**config.mk**
```make
export PLATFORM = sky130hd
export DESIGN_NAME = factor_game_ctrl
export DESIGN_NICKNAME = d
export VERILOG_FILES = /design/src/rtl/factor_game_pkg.sv /design/src/rtl/key_edge.sv /design/src/rtl/factor_game_ctrl.sv
export SDC_FILE = /design/constraint.sdc
export NUM_CORES = 1
export LEC_CHECK = 0
export BUFFER_PORTS_ARGS = -buffer_cell sky130_fd_sc_hd__buf_2
export CAP_MARGIN = 20
export CORE_MARGIN = 5
export CORE_UTILIZATION = 39
export DETAILED_ROUTE_END_ITERATION = 6
export PLACE_DENSITY_LB_ADDON = 0.25
export SETUP_SLACK_MARGIN = 0.15
export SLEW_MARGIN = 20
export SYNTH_ARGS = -nofsm -noshare
export SYNTH_HDL_FRONTEND = slang
export SYNTH_HIERARCHICAL = 1
export SYNTH_SLANG_ARGS = --single-unit
```
**constraint.sdc**
```tcl
create_clock -name CLK -period 2.15 [get_ports CLK]
set_input_delay 0.1075 -clock CLK [delete_from_list [all_inputs] [get_ports CLK]]
set_output_delay 0.1075 -clock CLK [all_outputs]
set_load 0.05 [all_outputs]
```
**src/rtl/factor_game_pkg.sv**
```systemverilog
// Shared constants for the factorization quiz controller.
//   - 4-bit state codes presented to the 7-seg decoder, wrapped in a typed enum
//   - LFSR seed and feedback tap mask
//   - spf(): smallest prime factor of a question digit (0 and 1 map to 0)
package factor_game_pkg;

   localparam logic [3:0] CodeIdle     = 4'b0001;
   localparam logic [3:0] CodeReady    = 4'b0010;
   localparam logic [3:0] CodeQuestion = 4'b0011;
   localparam logic [3:0] CodeInput    = 4'b0100;
   localparam logic [3:0] CodeDone     = 4'b0110;
   localparam logic [3:0] CodeCorrect  = 4'b0111;
   localparam logic [3:0] CodeWrong    = 4'b1000;

   typedef enum logic [3:0] {
      StIdle     = CodeIdle,
      StReady    = CodeReady,
      StQuestion = CodeQuestion,
      StInput    = CodeInput,
      StDone     = CodeDone,
      StCorrect  = CodeCorrect,
      StWrong    = CodeWrong
   } game_state_e;

   localparam logic [7:0] LfsrSeed = 8'hA5;
   // Feedback = l[7] ^ l[5] ^ l[4] ^ l[3]
   localparam logic [7:0] LfsrTaps = 8'b1011_1000;

   function automatic logic [3:0] spf(input logic [3:0] digit);
      logic [3:0] f;
      case (digit)
         4'd2, 4'd4, 4'd6, 4'd8: f = 4'd2;
         4'd3, 4'd9:             f = 4'd3;
         4'd5:                   f = 4'd5;
         4'd7:                   f = 4'd7;
         default:                f = 4'd0;
      endcase
      return f;
   endfunction

endpackage

```
**src/rtl/key_edge.sv**
```systemverilog
// Push-button conditioner: 2-flop synchronizer followed by a falling-edge
// detector, giving one single-cycle pulse per press of an active-low key.
// Ports:
//   clk_i    system clock
//   rst_ni   synchronous active-low reset; all flops reset to "released" (1)
//   key_ni   raw active-low key, asynchronous to clk_i
//   press_o  1-cycle pulse on each synced 1->0 transition
module key_edge (
   input  logic clk_i,
   input  logic rst_ni,
   input  logic key_ni,
   output logic press_o
);

   logic sync1_q, sync2_q, prev_q;

   always_ff @(posedge clk_i) begin
      if (!rst_ni) begin
         sync1_q <= 1'b1;
         sync2_q <= 1'b1;
         prev_q  <= 1'b1;
      end else begin
         sync1_q <= key_ni;
         sync2_q <= sync1_q;
         prev_q  <= sync2_q;
      end
   end

   assign press_o = prev_q & ~sync2_q;

endmodule

```
**src/rtl/factor_game_ctrl.sv**
```systemverilog
// Game-control FSM for the factorization quiz. Draws a pseudo-random digit
// from an 8-bit LFSR, shows it, collects the switch answer, judges it against
// the digit's smallest prime factor and keeps score/round counts.
// Ports:
//   CLK, nRST          clock, synchronous active-low reset
//   nKEY_START/ENTER   active-low push-buttons (asynchronous)
//   SW[3:0]            answer switches (asynchronous)
//   STATE[3:0]         state code to the display decoder
//   QUE[3:0]           question digit 0..9
//   DIN[3:0]           registered answer value
//   SCORE[3:0]         correct answers this game, saturating at 15
//   ROUND[3:0]         completed rounds this game
//   BUSY               high in every state except IDLE and DONE
module factor_game_ctrl
   import factor_game_pkg::*;
#(
   parameter int unsigned READY_TICKS  = 50_000_000,
   parameter int unsigned QUE_TICKS    = 100_000_000,
   parameter int unsigned INPUT_TICKS  = 500_000_000,
   parameter int unsigned RESULT_TICKS = 50_000_000,
   parameter int unsigned ROUNDS       = 5
) (
   input  logic       CLK,
   input  logic       nRST,
   input  logic       nKEY_START,
   input  logic       nKEY_ENTER,
   input  logic [3:0] SW,
   output logic [3:0] STATE,
   output logic [3:0] QUE,
   output logic [3:0] DIN,
   output logic [3:0] SCORE,
   output logic [3:0] ROUND,
   output logic       BUSY
);

   localparam logic [3:0] RoundsCode = 4'(ROUNDS);

   logic        start_p, enter_p;
   logic [3:0]  sw_meta_q, sw_sync_q;
   logic [7:0]  lfsr_q;
   logic [31:0] timer_q;
   game_state_e state_q;
   logic [3:0]  que_q, din_q, score_q, round_q;
   logic        busy_q;

   logic [3:0]  lfsr_nib, next_que, score_inc, round_inc;

   key_edge u_key_start (
      .clk_i  (CLK),
      .rst_ni (nRST),
      .key_ni (nKEY_START),
      .press_o(start_p)
   );

   key_edge u_key_enter (
      .clk_i  (CLK),
      .rst_ni (nRST),
      .key_ni (nKEY_ENTER),
      .press_o(enter_p)
   );

   always_ff @(posedge CLK) begin
      if (!nRST) begin
         sw_meta_q <= 4'd0;
         sw_sync_q <= 4'd0;
      end else begin
         sw_meta_q <= SW;
         sw_sync_q <= sw_meta_q;
      end
   end

   // Fold the low nibble into 0..9 so QUE is always a single decimal digit.
   assign lfsr_nib  = lfsr_q[3:0];
   assign next_que  = (lfsr_nib >= 4'd10) ? (lfsr_nib - 4'd10) : lfsr_nib;
   assign score_inc = (score_q == 4'hF) ? 4'hF : (score_q + 4'd1);
   assign round_inc = round_q + 4'd1;

   always_ff @(posedge CLK) begin
      if (!nRST) begin
         state_q <= StIdle;
         timer_q <= 32'd0;
         lfsr_q  <= LfsrSeed;
         que_q   <= 4'd0;
         din_q   <= 4'd0;
         score_q <= 4'd0;
         round_q <= 4'd0;
         busy_q  <= 1'b0;
      end else begin
         lfsr_q <= {lfsr_q[6:0], ^(lfsr_q & LfsrTaps)};
         case (state_q)
            StIdle, StDone: begin
               if (start_p) begin
                  state_q <= StReady;
                  timer_q <= 32'd0;
                  score_q <= 4'd0;
                  round_q <= 4'd0;
                  busy_q  <= 1'b1;
               end
            end
            StReady: begin
               if (timer_q == READY_TICKS - 1) begin
                  state_q <= StQuestion;
                  timer_q <= 32'd0;
                  que_q   <= next_que;
               end else begin
                  timer_q <= timer_q + 32'd1;
               end
            end
            StQuestion: begin
               if (timer_q == QUE_TICKS - 1) begin
                  state_q <= StInput;
                  timer_q <= 32'd0;
               end else begin
                  timer_q <= timer_q + 32'd1;
               end
            end
            StInput: begin
               din_q <= sw_sync_q;
               // ENTER wins over a timeout landing on the same cycle.
               if (enter_p) begin
                  timer_q <= 32'd0;
                  if (sw_sync_q == spf(que_q)) begin
                     state_q <= StCorrect;
                     score_q <= score_inc;
                  end else begin
                     state_q <= StWrong;
                  end
               end else if (timer_q == INPUT_TICKS - 1) begin
                  state_q <= StWrong;
                  timer_q <= 32'd0;
               end else begin
                  timer_q <= timer_q + 32'd1;
               end
            end
            StCorrect, StWrong: begin
               if (timer_q == RESULT_TICKS - 1) begin
                  timer_q <= 32'd0;
                  round_q <= round_inc;
                  if (round_inc == RoundsCode) begin
                     state_q <= StDone;
                     busy_q  <= 1'b0;
                  end else begin
                     state_q <= StReady;
                  end
               end else begin
                  timer_q <= timer_q + 32'd1;
               end
            end
            default: begin
               state_q <= StIdle;
               timer_q <= 32'd0;
               busy_q  <= 1'b0;
            end
         endcase
      end
   end

   assign STATE = state_q;
   assign QUE   = que_q;
   assign DIN   = din_q;
   assign SCORE = score_q;
   assign ROUND = round_q;
   assign BUSY  = busy_q;

endmodule

```
Word-level counts from Yosys, hierarchy flattened:

Memory sizes are Yosys's and may differ from the RTL's. A register that Yosys moved wholly into a read port is not among the register bits.
Cells that the tools add are included.

* bits in registers: 75
* bits in read-only memories: 48
* input port bits: 8
* output and inout port bits: 21
* memories kept: 1

* add/subtract/negate cells: 4
* order comparisons: 1
* equality and inequality tests: 21
* mux-type cells: 32
* bitwise logic cells: 5
* reductions and logical operators: 12

Memories
* (no name shown): words 16, width 3, rd ports 1, clocked after memory_dff 1, wr ports 0, RTL line factor_game_pkg.sv:31 `case (digit)`

Operators with widths (count)
* $mux 32: 5
* $pmux 32 s4: 1
* $mux 4: 18
* $add 32x1->32 const B: 1
* $eq 32x26->1 const B: 1
* $eq 32x27->1 const B: 1
* $eq 32x29->1 const B: 1
* $pmux 4 s5: 1
* $eq 4x3->1 const B: 4
* $pmux 4 s2: 2
* $ne 2x2->1 const B: 7
* $add 4x1->4 const B: 2
* $eq 4x2->1 const B: 2
* $eq 4x4->1 const B: 2
* $reduce_and 4->1: 2
* $reduce_xor 8->1: 1
* $reduce_or 3->1: 2
* $reduce_and 5->1: 1
* $eq 4x1->1 const B: 1
* $eq 4x4->1: 1
* $ge 4x4->1 const B: 1
* $reduce_bool 2->1: 2
* $reduce_or 2->1: 2
* $sub 4x4->4 const B: 1
* other kinds (8): 13

Logic depth before layout (Yosys ltp):

* word-level depth: 9
* mapped depth: 10
* mapped depth without buffers: 8

By module:

The synthesis kept the hierarchy.

Modules (own cells, without submodules)
* factor_game_ctrl: times used 1, cells an instance 470, area each 4001.3 um^2
* key_edge: times used 2, cells an instance 7, area each 85.1 um^2

Worst setup path before layout:

No wires, ideal clock.

* path type: flip-flop to flip-flop
* start: reg state_q[1] (netlist: STATE[1])
* end: reg (tool-made name)
* library setup time: 121 ps
* arrival time: 2252 ps
* required time: 2029 ps
* slack: -223 ps
* stages on the path, launching flop included: 7
* path through: dfxtp_1 -> nor2b_1 -> nand2_1 -> nor4_4 -> mux2_2 -> nand2b_4 -> mux2_4

RTL lines
* from (decl): RTL line factor_game_ctrl.sv:42 `game_state_e state_q;`
* from (signal assigned): RTL line factor_game_ctrl.sv:80 `state_q <= StIdle;`
* from (signal assigned): RTL line factor_game_ctrl.sv:93 `state_q <= StReady;`
* from (signal assigned): RTL line factor_game_ctrl.sv:102 `state_q <= StQuestion;`

==> results_dict.tcl <==
set metrics [dict create \
    syn_area_per_cell_um2 8.62 \
    initial_utilization 0.402 \
    ir_worst_vdd_mv 0.555 \
    setup_viol_count_final 0 \
    syn_area_um2 4170 \
    place.gp.congestion 0.885 \
    worstSetupStartpointType "register" \
    clock_latency_ns 0.37 \
    async_flop_share 0 \
    h-tree-depth 3 \
    clockRootBuffer "clkbuf_8" \
    finalSetupTns_ns 0 \
    grt_max_degree 25 \
    drt-initial-drc-count 277 \
    cp-end-kind "register" \
    synth_top_area_share 0.374 \
    rrSetupSlack_ns 0.04 \
    finalWirelength_um 12000 \
    seqPwrFrac 0.307 \
    cts_tree "done" \
    clkSlewWorstSetupHoldPaths_ns 0.10 \
    critPathKind "register to register" \
    arrival_ns 2.37 \
    status "complete, no violations" \
    ant_nets 0 \
    hp-start "nRST" \
    fp.dieW_um 113 \
    cts_buffer_depth 2 \
    grt_pass1_wl_um 18800 \
    cp_max_fo 4 \
    worstMarginPinSlew_ns 0.501 \
    hold_end "lfsr_q[2]" \
    hold_depth 2 \
    hpwl_um 8090 \
    grt_pass1_vias 3882 \
    reg2reg_depth 7 \
    critical_path_buf_inv_count 1 \
    crit_family "simple AND/OR/NAND/NOR gates" \
    postSynthCellCount 484 \
    hold_viol 0 \
    largest_reg_flops 32 \
    synth_edf_count 0 \
    finalNetCount 608 \
    slew_viol_final 0 \
    diodes 0 \
    core_um2 10400 \
    fin_skew_ns 0.0198 \
    io_pins 29 \
    antenna_found_initial 0 \
    p_leak_uw 0.00243 \
    fmax_ghz 0.473 \
    syn_nets 498 \
    max_slew_margin 0.665 \
    internal-power_uw 3190 \
    crit_required_ns 2.41 \
    slowest_stage "dfxtp_4" \
    num_rows 37 \
    power.total_uw 5290 \
    fin_util 0.566 \
    largest-register "timer_q" \
    hold_class "primary input to register" \
    p_comb_frac 0.493 \
    yosysTopAreaCell "dfxtp_1" \
    ys_warn_count 6 \
    cts_inserted_buffers 9 \
    swShare 0.397 \
    dr.pass1.iters 5 \
    drc_errors 0 \
    dieArea_um2 12900 \
    p_sw_uw 2100 \
    io_buffers 28 \
    cts_sinks 78 \
    r2r-start "timer_q[18]" \
    wl_per_cell_um 16.4 \
    globalRouteOverflowTotal 0 \
    syn2layout_area_growth_pct 40.6 \
    ys_seq_area_frac 0.374 \
    drive_gt1_frac 0.394 \
    track_usage 0.178 \
    ys_seq_elements 78 \
    netlist-cell-type-count 74 \
    pwr-share-clk 0.201 \
    ys.flop_type "dfxtp_1" \
    cp_common_cell "mux2_4" \
    ys_top_cells_by_area "dfxtp_1, nand2_1, a21oi_1" \
    finalCritPeriodShare 0.983 \
    largestRegisters "timer_q x32, lfsr_q x8" \
    cp_cell_sequence "nor4b_4, nand4b_4, nor4_4, buf_6, mux2_4, nand2b_4, mux2_4" \
    die_h_um 113 \
    min_period_ns 2.11 \
    rsz0062_at_grt "true" \
    p_per_area_nw_per_um2 902 \
    via_count 4080 \
    cpPeakStageDelay_ns 0.38 \
    max_cap_violations 0 \
    via_per_inst 5.55 \
]
-- synth_stat cells (3+ instances only) --
cell       count
xnor2_1        4
a21oi_1       28
nor3_1        13
nand3_1       17
xor2_1        10
nor4b_1        3
dfxtp_1       78
o21ai_1        7
a31oi_1        4
a211o_1        6
o221a_2        3
nor2_1        19
and4_1         4
a221o_1        5
a211oi_1       6
or4_1          6
o31ai_1        4
nand4_1        9
mux2i_1        6
inv_1          8
buf_2         13
a22oi_1        4
o21ai_0       20
o2bb2ai_1      3
nand2_1       53
a22o_1         5
clkbuf_1      14
nor2b_1       11
nor4_1         8
ha_1           6
and2_1        22
or2_2          6
a2111oi_0      3
and3_1        13
nand2b_1      11
nand3b_1       3
-- kinds of logic after synthesis --
family	Yosys count	share of synthesized area
compound gates	118	0.194
xor+xnor	14	0.0294
fa+ha+maj	6	0.0180
buf+inv	39	0.0408
flops	78	0.374
mux	8	0.0207
simple gates	221	0.323
-- per-layer routing --
| metal | up-vias | share of wire | global-route usage |
|---|---|---|---|
| met5 | - | 0 | 0 |
| met4 | 0 | 0.031 | 0.0745 |
| met3 | 33 | 0.044 | 0.0419 |
| met2 | 102 | 0.47 | 0.290 |
| met1 | 1943 | 0.45 | 0.228 |
| li1 | 2002 | - | - |
-- final cells by class --
type | instances | area, um^2
fill | 892 | 4510
multi-input combinational | 367 | 2840
sequential | 78 | 1600
timing repair buffer | 129 | 1040
tap | 136 | 170
clock buffer | 9 | 124
clock inverter | 7 | 53.8
inverter | 9 | 33.8
-- cells in the final DEF, fill, tap and decap left out, drive strengths merged, types with 6 or more instances in the layout --
master	instances
a211o	6
a211oi	6
a21oi	28
and2	22
and3	13
buf	122
clkbuf	10
dfxtp	78
dlygate4sd3	6
ha	6
inv	14
mux2i	6
nand2	53
nand2b	12
nand3	18
nand4	9
nor2	19
nor2b	12
nor3	13
nor4	9
nor4b	7
o21ai	27
or2	6
or4	6
xor2	10
-- power by group through the flow --
stage	sequential, uW	clock [uW]	combinational, uW
2_1_floorplan	1720	0	950
3_3_place_gp	1660	0	1580
3_5_place_dp	1660	0	1600
4_1_cts	1640	1090	1810
5_1_grt	1630	1150	2740
6_report	1620	1060	2610
-- timing repair --
action                     in CTS  in global routing
hold endpoints to repair        6                  0
setup endpoints to repair      35                 49
setup buffers                  10                 13
hold buffers                    6                  0
gates cloned                    1                  2
gates resized for setup        35                 75
pin swaps                      12                 27
-- worst max-delay path by stage --
stage                      startpoint       end  depth (start not counted)
after floorplan           timer_q[11]  register                          6
after global placement    timer_q[11]  register                          7
after detailed placement  timer_q[11]  register                          7
after CTS                 timer_q[24]  register                          7
after global routing      timer_q[24]  register                          7
final                     timer_q[18]  register                          7
-- per-stage QoR --
stage	instance area (um^2)	hold WS (ns)	setup WS, ns	cells
finish	5860	0.0567	0.0371	735
global route	5860	0.0833	-0.0512	735
CTS	5380	0.0476	0.0422	720
detailed placement	4920	0.293	-0.0273	687
global placement	4920	0.290	0.0305	687
floorplan	4230	0.181	0.0526	484
Power figures use the tool's default switching activity.
